<file path="config.mk">
export PLATFORM = sky130hd
export DESIGN_NAME = pulse_meter
export DESIGN_NICKNAME = d
export VERILOG_FILES = /design/src/rtl/pulse_meter.sv
export SDC_FILE = /design/constraint.sdc
export NUM_CORES = 1
export LEC_CHECK = 0
export CORE_MARGIN = 2
export CORE_UTILIZATION = 52
export CTS_CLUSTER_DIAMETER = 50
export DETAILED_ROUTE_END_ITERATION = 6
export GPL_ROUTABILITY_DRIVEN = 0
export PLACE_DENSITY = 0.79
export SLEW_MARGIN = 10
export SYNTH_ARGS = -nofsm -noshare
export SYNTH_HDL_FRONTEND = slang
export SYNTH_SLANG_ARGS = --single-unit
export TNS_END_PERCENT = 1
</file>
<file path="constraint.sdc">
create_clock -name clk -period 2.9 [get_ports clk]
set_input_delay 0.435 -clock clk [delete_from_list [all_inputs] [get_ports clk]]
set_output_delay 0.435 -clock clk [all_outputs]
set_load 0.005 [all_outputs]
</file>
<file path="src/rtl/pulse_meter.sv">
// Measures the high width of pulse_in in clocks and holds the result until it is acked.
// Build option PULSE_METER_SAT_EN: the counter saturates rather than wraps.
module pulse_meter #(
    parameter int W = 6
) (
    input  logic         clk,
    input  logic         reset,
    input  logic         pulse_in,
    input  logic [W-1:0] limit,
    input  logic         ack,
    output logic [W-1:0] width,
    output logic         valid,
    output logic         long_pulse,
    output logic         ovf,
    output logic         missed,
    output logic         busy
);

    typedef enum logic [1:0] {
        S_IDLE    = 2'd0,
        S_MEASURE = 2'd1,
        S_DONE    = 2'd2
    } state_t;

    localparam logic [W-1:0] CNT_MAX = '1;

    state_t       state_q, state_d;
    logic         p_q, p_d;
    logic [W-1:0] cnt_q, cnt_d;
    logic [W-1:0] width_q, width_d;
    logic         valid_q, valid_d;
    logic         long_q, long_d;
    logic         ovf_q, ovf_d;
    logic         missed_q, missed_d;
    logic         busy_o_d;

    logic rise;
    logic start;
    logic at_max;

    assign rise   = pulse_in & ~p_q;
    assign at_max = (cnt_q == CNT_MAX);
    // A new measurement may begin from IDLE, or from DONE when the ack coincides with the rise.
    assign start  = rise & ((state_q == S_IDLE) | ((state_q == S_DONE) & ack));

    always_ff @(posedge clk) begin
        if (!reset) begin
            state_q <= S_IDLE;
        end else begin
            state_q <= state_d;
        end
    end

    always_comb begin
        state_d = state_q;
        case (state_q)
            S_IDLE:    if (rise) state_d = S_MEASURE;
            S_MEASURE: if (!pulse_in) state_d = S_DONE;
            S_DONE:    if (ack) state_d = rise ? S_MEASURE : S_IDLE;
            default:   state_d = S_IDLE;
        endcase
    end

    always_comb begin
        busy_o_d = (state_q == S_MEASURE);
    end

    always_comb begin
        p_d      = pulse_in;
        cnt_d    = cnt_q;
        width_d  = width_q;
        valid_d  = valid_q;
        long_d   = long_q;
        ovf_d    = ovf_q;
        missed_d = missed_q;

        case (state_q)
            S_MEASURE: begin
                if (pulse_in) begin
                    if (at_max) begin
                        ovf_d = 1'b1;
                    end
`ifdef PULSE_METER_SAT_EN
                    if (!at_max) begin
                        cnt_d = cnt_q + 1'b1;
                    end
`else
                    cnt_d = cnt_q + 1'b1;
`endif
                end else begin
                    width_d = cnt_q;
                    long_d  = (cnt_q >= limit);
                    valid_d = 1'b1;
                end
            end
            S_DONE: begin
                if (ack) begin
                    valid_d  = 1'b0;
                    missed_d = 1'b0;
                end else if (rise) begin
                    missed_d = 1'b1;
                end
            end
            S_IDLE: begin
            end
            default: begin
                valid_d = 1'b0;
            end
        endcase

        if (start) begin
            cnt_d = W'(1);
            ovf_d = 1'b0;
        end
    end

    always_ff @(posedge clk) begin
        if (!reset) begin
            p_q      <= 1'b1;
            cnt_q    <= '0;
            width_q  <= '0;
            valid_q  <= 1'b0;
            long_q   <= 1'b0;
            ovf_q    <= 1'b0;
            missed_q <= 1'b0;
        end else begin
            p_q      <= p_d;
            cnt_q    <= cnt_d;
            width_q  <= width_d;
            valid_q  <= valid_d;
            long_q   <= long_d;
            ovf_q    <= ovf_d;
            missed_q <= missed_d;
        end
    end

    assign width      = width_q;
    assign valid      = valid_q;
    assign long_pulse = long_q;
    assign ovf        = ovf_q;
    assign missed     = missed_q;
    assign busy       = busy_o_d;

endmodule

</file>
==> summary.md, run 1 <==
| Metric | Value |
|---|---|
| Run status | finished, final reports clean |
| Number of unique standard cell types used by synthesis | 26 |
| Number of setup buffers added after CTS | 0 |
| Combinational power share | 0.100 |
| Nature of the critical path endpoint | output pin |
| Area of the multi-input gates | ~500 µm² |
| Crit path kind | reg2out |
| Yosys warning count | 0 |
| Core Footprint | 1708 µm² |
| Post-Synthesis Cells | 104 |
| Actual transition at the worst max-transition pin | 0.7846 ns |
| Final setup violation count | 0 |
| Main area contributors after synthesis | dfxtp_1 (41%), ha_1 (9.4%), mux2i_1 (6.5%), nor2b_1 (4.7%), nor2_1 (4.5%) |
| Global-route wire length before repair | about 2.6 mm |
| Required time at the worst-slack endpoint | ~2.5 ns |
| Fill cells | around 150 |
| Final critical-path required period | 1.922 ns |
| Proportion of synthesized chip area in sequential cells | 0.4103 |
| Cell internal pwr | ~0.34 mW |
| Worst-path clk slew | 0.10 ns |
| Cell area after synthesis | 927.1 µm² |
| Data arrival time of the worst path | 1.49 ns |
| Top fanout value on the critical path | 7 |
| Vias in the first global route | between 600 and 700 |
| Number of pins exceeding their max-slew limit in the final report | 0 |
| DRC errors left | 0 |
| Setup total negative slack | 0 ns |
| Overall routing resource usage | 0.1695 |
| Seq. cell area | around 380 µm² |
| Most repeated cell in the gate-level netlist after synthesis | dfxtp_1 |
| Number of buffer cells added on primary ports | 20 |
| Synth async-reset ratio | 0 |
| Worst ir drop on vdd | 0.0003055 V |
| Most used flip-flop cell after synthesis | dfxtp_1 |
| Worst skew pair latency | between 0.2 and 0.3 ns |
| Unrepaired setup endpoints after global routing | false |
| Post-layout nets | 143 |
| Per-cell routed wire length | 10.80 µm |
| Post-Synthesis Net Count | 121 |
| Max capacitance violation total | 0 |
| Area share of the largest cell type after synthesis | 0.4103 |
| Per-instance average area after synthesis | 8.915 µm² |
| Max Buffers Root-to-Sink | 2 |
| Commonest cells post-synth | dfxtp_1 (19), nor2_1 (11), inv_1 (10) |
| Worst hold slack | slightly below 0.5 ns |
| Die extent in y | between 40 and 50 µm |
| H-tree depth reported by CTS | 1 |
| Maximum number of pins on one net before global-route repair | 15 |
| Initial antenna violation count | 0 |
| Number of CTS-inserted buffers | 3 |
| Worst slew margin | 0.4746 |
| Count of flip-flops with a built-in enable after synthesis | 0 |
| Hold path depth | 2 |
| Final Hold Violating Endpoints | 0 |
| Number of register bits inferred by synthesis | 19 |
| Root Buffer | clkbuf_4 |
| Power share of the sequential group | 0.610 |
| Static Leak | approximately 0.46 nW |
| Part of the total power dissipated in the clock network | 0.290 |
| TritonCTS clock tree | yes |
| Area leader, netlist | dfxtp_1 |
| Final critical-path share of the clock period | 0.6628 |
| Via count | 740 |
| Diodes inserted | 0 |
| Fin Clk Skew | around 0.0011 ns |
| Path type of the worst min-delay path | reg2reg |
| DPL Wire Length | 1.251 mm |
| Remaining antenna violation count after routing | 0 |
| CTS hold repair buffers | 0 |
| Switching power as a share of total power | 0.2200 |
| Switching pwr | 0.09685 mW |
| Detailed Routing Iterations Pass 1 | 4 |
| Die Width | 46.23 µm |
| Pwr Density | 377.6 nW/µm² |
| Detail-routed via count per cell | slightly below 5 |
| Number of sinks on the clock net | 19 |
| Initial cell density of the core | 0.5429 |
| Floorplan die area | 2137 µm² |
| I/O Pins | 21 |
| Site Rows | 15 |
| Resize count post-CTS | 0 |
| Total Wirelength | around 1.6 mm |
| Total grt overflow | 0 |
| Number of DRC markers after the initial detailed-route iteration | 3 |
| Highest clock rate | 0.5203 GHz |
| Proportion of layout cells with a drive suffix above 1 | 0.04800 |
| Critical Path Start Type | register |
| Area delta synth->final | 25.78% |
| Depth of the worst register-to-register path | 4 |
==> worst max-delay path, cell delays in order (launching register included) <==
cell,delay (ns)
dfxtp_1,0.44
inv_1,0.10
nor2_1,0.14
clkdlybuf4s50_1,0.52
==> metal layers <==
| metal | global-route usage | wire length (µm) | share of wire | up-vias |
|---|---|---|---|---|
| li1 | - | - | - | 390 |
| met1 | 0.2319 | 791 | 0.49 | 333 |
| met2 | 0.2667 | 740 | 0.46 | 15 |
| met3 | 0.03529 | 73 | 0.045 | 2 |
| met4 | 0.05143 | 14 | 0.0086 | 0 |
| met5 | 0 | 0 | 0 | - |
==> cells in the final DEF (no fill, tap or decap), types with 2 or more instances in the layout <==
master,n
mux2i_1,6
o21ai_0,5
and2_1,2
clkbuf_4,3
ha_1,7
clkdlybuf4s50_1,20
nand3_1,4
nor3_1,2
nor2b_1,7
nand2_1,7
nand2b_1,2
xnor2_1,3
inv_1,10
nor2_1,11
a21o_1,2
dfxtp_1,19
a21oi_1,5
==> area by class of cell <==
class | instances | share of cell area
clock buffers | 4 | 0.02253
well taps | 25 | 0.02682
inverters | 10 | 0.03219
repair buffers | 20 | 0.1717
multi-input cells | 72 | 0.4206
flip-flops and latches | 19 | 0.3262
==> power by group through the flow <==
stage	Combinational (mW)	Clock, mW	Sequential, mW
after global routing	0.0495	0.144	0.269
after global placement	0.0431	0	0.275
final	0.0440	0.128	0.269
after detailed placement	0.0443	0	0.275
after floorplan	0.0236	0	0.274
after CTS	0.0445	0.134	0.269
==> registers in the layout, summed over array words and instances (netlist names) <==
register    count
cnt_q           6
width           6
state_q         2
long_pulse      1
missed          1
ovf             1
p_q             1
valid           1
==> per-stage QoR <==
stage               cell area (µm²)  setup WS, ns  std cells  power (mW)  utilization
floorplan                     927.1         1.514        104      0.2972            -
CTS                            1166        0.9771        150      0.4477       0.6828
global route                   1166        0.8649        150      0.4627       0.6828
finish                         1166        0.9779        150      0.4403       0.6828
global placement               1140        0.8060        146      0.3177       0.6674
detailed placement             1140        0.7218        146      0.3191       0.6674
==> path summary, 6_finish.rpt <==
check,start,end,slack [ns]
hold / removal,missed,missed,0.48
setup / recovery,state_q[0],busy,0.98
setup reg to reg,state_q[0],long_pulse,1.22
hold reg to reg,missed,missed,0.48
==> logic make-up after synthesis <==
family,count (synthesis),synth area share
AOI/OAI and AO/OA,15,0.1066
xor gates and xnor gates,4,0.03779
adders and majority gates,7,0.09446
buffers and inverters,13,0.06072
DFF,19,0.4103
muxes,6,0.06478
and+or+nand+nor,40,0.2254
(Power assumes the default switching activity.)
==> run 2: changes to the inputs <==
--- a/config.mk
+++ b/config.mk
@@ -6,11 +6,11 @@
 export NUM_CORES = 1
 export LEC_CHECK = 0
 export CORE_MARGIN = 2
-export CORE_UTILIZATION = 52
+export CORE_UTILIZATION = 43
 export CTS_CLUSTER_DIAMETER = 50
 export DETAILED_ROUTE_END_ITERATION = 6
 export GPL_ROUTABILITY_DRIVEN = 0
-export PLACE_DENSITY = 0.79
+export PLACE_DENSITY = 0.7
 export SLEW_MARGIN = 10
 export SYNTH_ARGS = -nofsm -noshare
 export SYNTH_HDL_FRONTEND = slang
==> constraint.sdc (replaced) <==
create_clock -name clk -period 1.55 [get_ports clk]
set_input_delay 0.2325 -clock clk [delete_from_list [all_inputs] [get_ports clk]]
set_output_delay 0.2325 -clock clk [all_outputs]
set_load 0.005 [all_outputs]
==> run 2 against run 1 <==
Effect of this change: non-clock buffer count up 7; clock skew is 0.0048 ns higher; total power grew 91%; sequential power increased by 87%; die area up 19%; worst setup slack worse by 0.82 ns; critical path depth decreased by 2; largest cell class unchanged; highest routed layer unchanged.
==> summary.md, run 2 (synthesis results as in run 1) <==
| Metric | Value |
|---|---|
| Initial antenna violation count | 0 |
| Static Leak | 0.4968 nW |
| Final setup violation count | 0 |
| Detail-routed via count per cell | roughly 4.7 |
| Top fanout value on the critical path | 2 |
| I/O Pins | 21 |
| Run status | finished, final reports clean |
| Floorplan die area | 2544 µm² |
| Data arrival time of the worst path | 1.16 ns |
| Worst slew margin | 0.7920 |
| Final critical-path share of the clock period | 0.8989 |
| Vias in the first global route | ~800 |
| Actual transition at the worst max-transition pin | 0.3120 ns |
| Number of pins exceeding their max-slew limit in the final report | 0 |
| Total grt overflow | 0 |
| CTS hold repair buffers | 0 |
| Highest clock rate | just over 0.7 GHz |
| Max Buffers Root-to-Sink | 2 |
| Required time at the worst-slack endpoint | 1.32 ns |
| Crit path cell chain | clkdlybuf4s50_1 |
| Global-route wire length before repair | ~3.3 mm |
| Area delta synth->final | 31.71% |
| Initial cell density of the core | 0.4631 |
| H-tree depth reported by CTS | 1 |
| Post-layout nets | 150 |
| Remaining antenna violation count after routing | 0 |
| Number of DRC markers after the initial detailed-route iteration | 12 |
| Number of buffer cells added on primary ports | 20 |
| Number of sinks on the clock net | 19 |
| Critical Path Start Type | register |
| Dpl ws | -0.1510 ns |
| Pwr Density | 687.7 nW/µm² |
| Crit path kind | reg2out |
| Slack of the worst reg-to-reg path | roughly 0.20 ns |
| Number of setup buffers added after CTS | 0 |
| Setup total negative slack | 0 ns |
| Worst skew pair latency | 0.29 ns |
| DPL Wire Length | 1.396 mm |
| Fin Clk Skew | 0.005851 ns |
| Total Wirelength | 1.791 mm |
| Core Footprint | 2002 µm² |
| Site Rows | 16 |
| TritonCTS clock tree | yes |
| Final Hold Violating Endpoints | 0 |
| Leading cell types in the layout, fill and taps excluded | clkdlybuf4s50_1 (19), dfxtp_1 (18), nor2_1 (11) |
| Worst ir drop on vdd | roughly 0.00055 V |
| Maximum number of pins on one net before global-route repair | 11 |
| Per-cell routed wire length | between 10 and 15 µm |
| Worst-path clk slew | 0.11 ns |
| Kind of cell adding the most delay to the critical path | buffers and inverters |
| Most common library cell in the layout ignoring fill and taps | clkdlybuf4s50_1 |
| Diodes inserted | 0 |
| Path type of the worst min-delay path | reg2reg |
| Max capacitance violation total | 0 |
| Proportion of layout cells with a drive suffix above 1 | 0.1061 |
| DRC errors left | 0 |
| Via count | around 760 |
| Cell with the largest stage delay on the worst path | clkdlybuf4s50_1 |
| Die extent in y | 50.44 µm |
| Number of buffer and inverter instances along the worst setup path | 1 |
| Number of CTS-inserted buffers | 3 |
| Max stage delay on crit path | 0.51 ns |
| Die Width | 50.44 µm |
| Unrepaired setup endpoints after global routing | false |
| Overall routing resource usage | 0.1670 |
| Final critical-path required period | 1.393 ns |
| Final critical-path setup slack | ~0.16 ns |
| Total power draw | 0.8398 mW |
| Detailed Routing Iterations Pass 1 | 4 |
| Root Buffer | clkbuf_4 |
| Share of the core filled with cells in the final layout | 0.6100 |
| Resize count post-CTS | 2 |
| Nature of the critical path endpoint | output pin |
==> run 2: changes by cell type in the layout (fill, tap and decap cells not counted), sizes merged <==
cell / before / now
buf: 0 / 7
clkdlybuf4s50: 20 / 19
dlygate4sd2: 0 / 1
==> run 2: power breakdown <==
part	total [mW]	internal [mW]	switching (mW)
Combinational	0.0913	0.0536	0.0377
Clock	0.246	0.100	0.146
Sequential	0.502	0.495	0.00718
Total	0.840	0.649	0.191
==> run 2: stage by stage <==
stage	std cells	instance area (µm²)	hold WS (ns)
3_5_place_dp	155	1195	0.4619
4_1_cts	159	1221	0.4912
6_report	159	1221	0.4882
5_1_grt	159	1221	0.5480
2_1_floorplan	104	927.1	0.3401
3_3_place_gp	155	1195	0.4543
==> run 2: final cells by class <==
class                           count  area, µm²
Multi-Input combinational cell     72      490.5
Sequential cell                    19      381.6
Tap cell                           27      33.78
Fill cell                         184      780.7
Clock buffer                        4      26.28
Timing Repair Buffer               27      251.5
Inverter                           10      37.54
==> run 2: worst paths after layout <==
path             from    endpoint  cells after the start
max          width[0]    width[0]                      1
min               ovf         ovf                      2
max reg2reg  cnt_q[0]  long_pulse                      6
min reg2reg       ovf         ovf                      2
==> run 2: worst reg2reg max path: cells and delay by family, from the launching register on <==
family,cells,cell delay (ns)
AOI/OAI and AO/OA,2,0.22
and+or+nand+nor,2,0.21
adders and majority gates,1,0.27
buffers and inverters,1,0.10
DFF,1,0.45
==> run 2: per-layer routing <==
layer / wire length (µm) / track usage
met4: 17 / 0.04054
met3: 68 / 0.02976
met5: 0 / 0
met2: 805 / 0.2785
met1: 900 / 0.2235
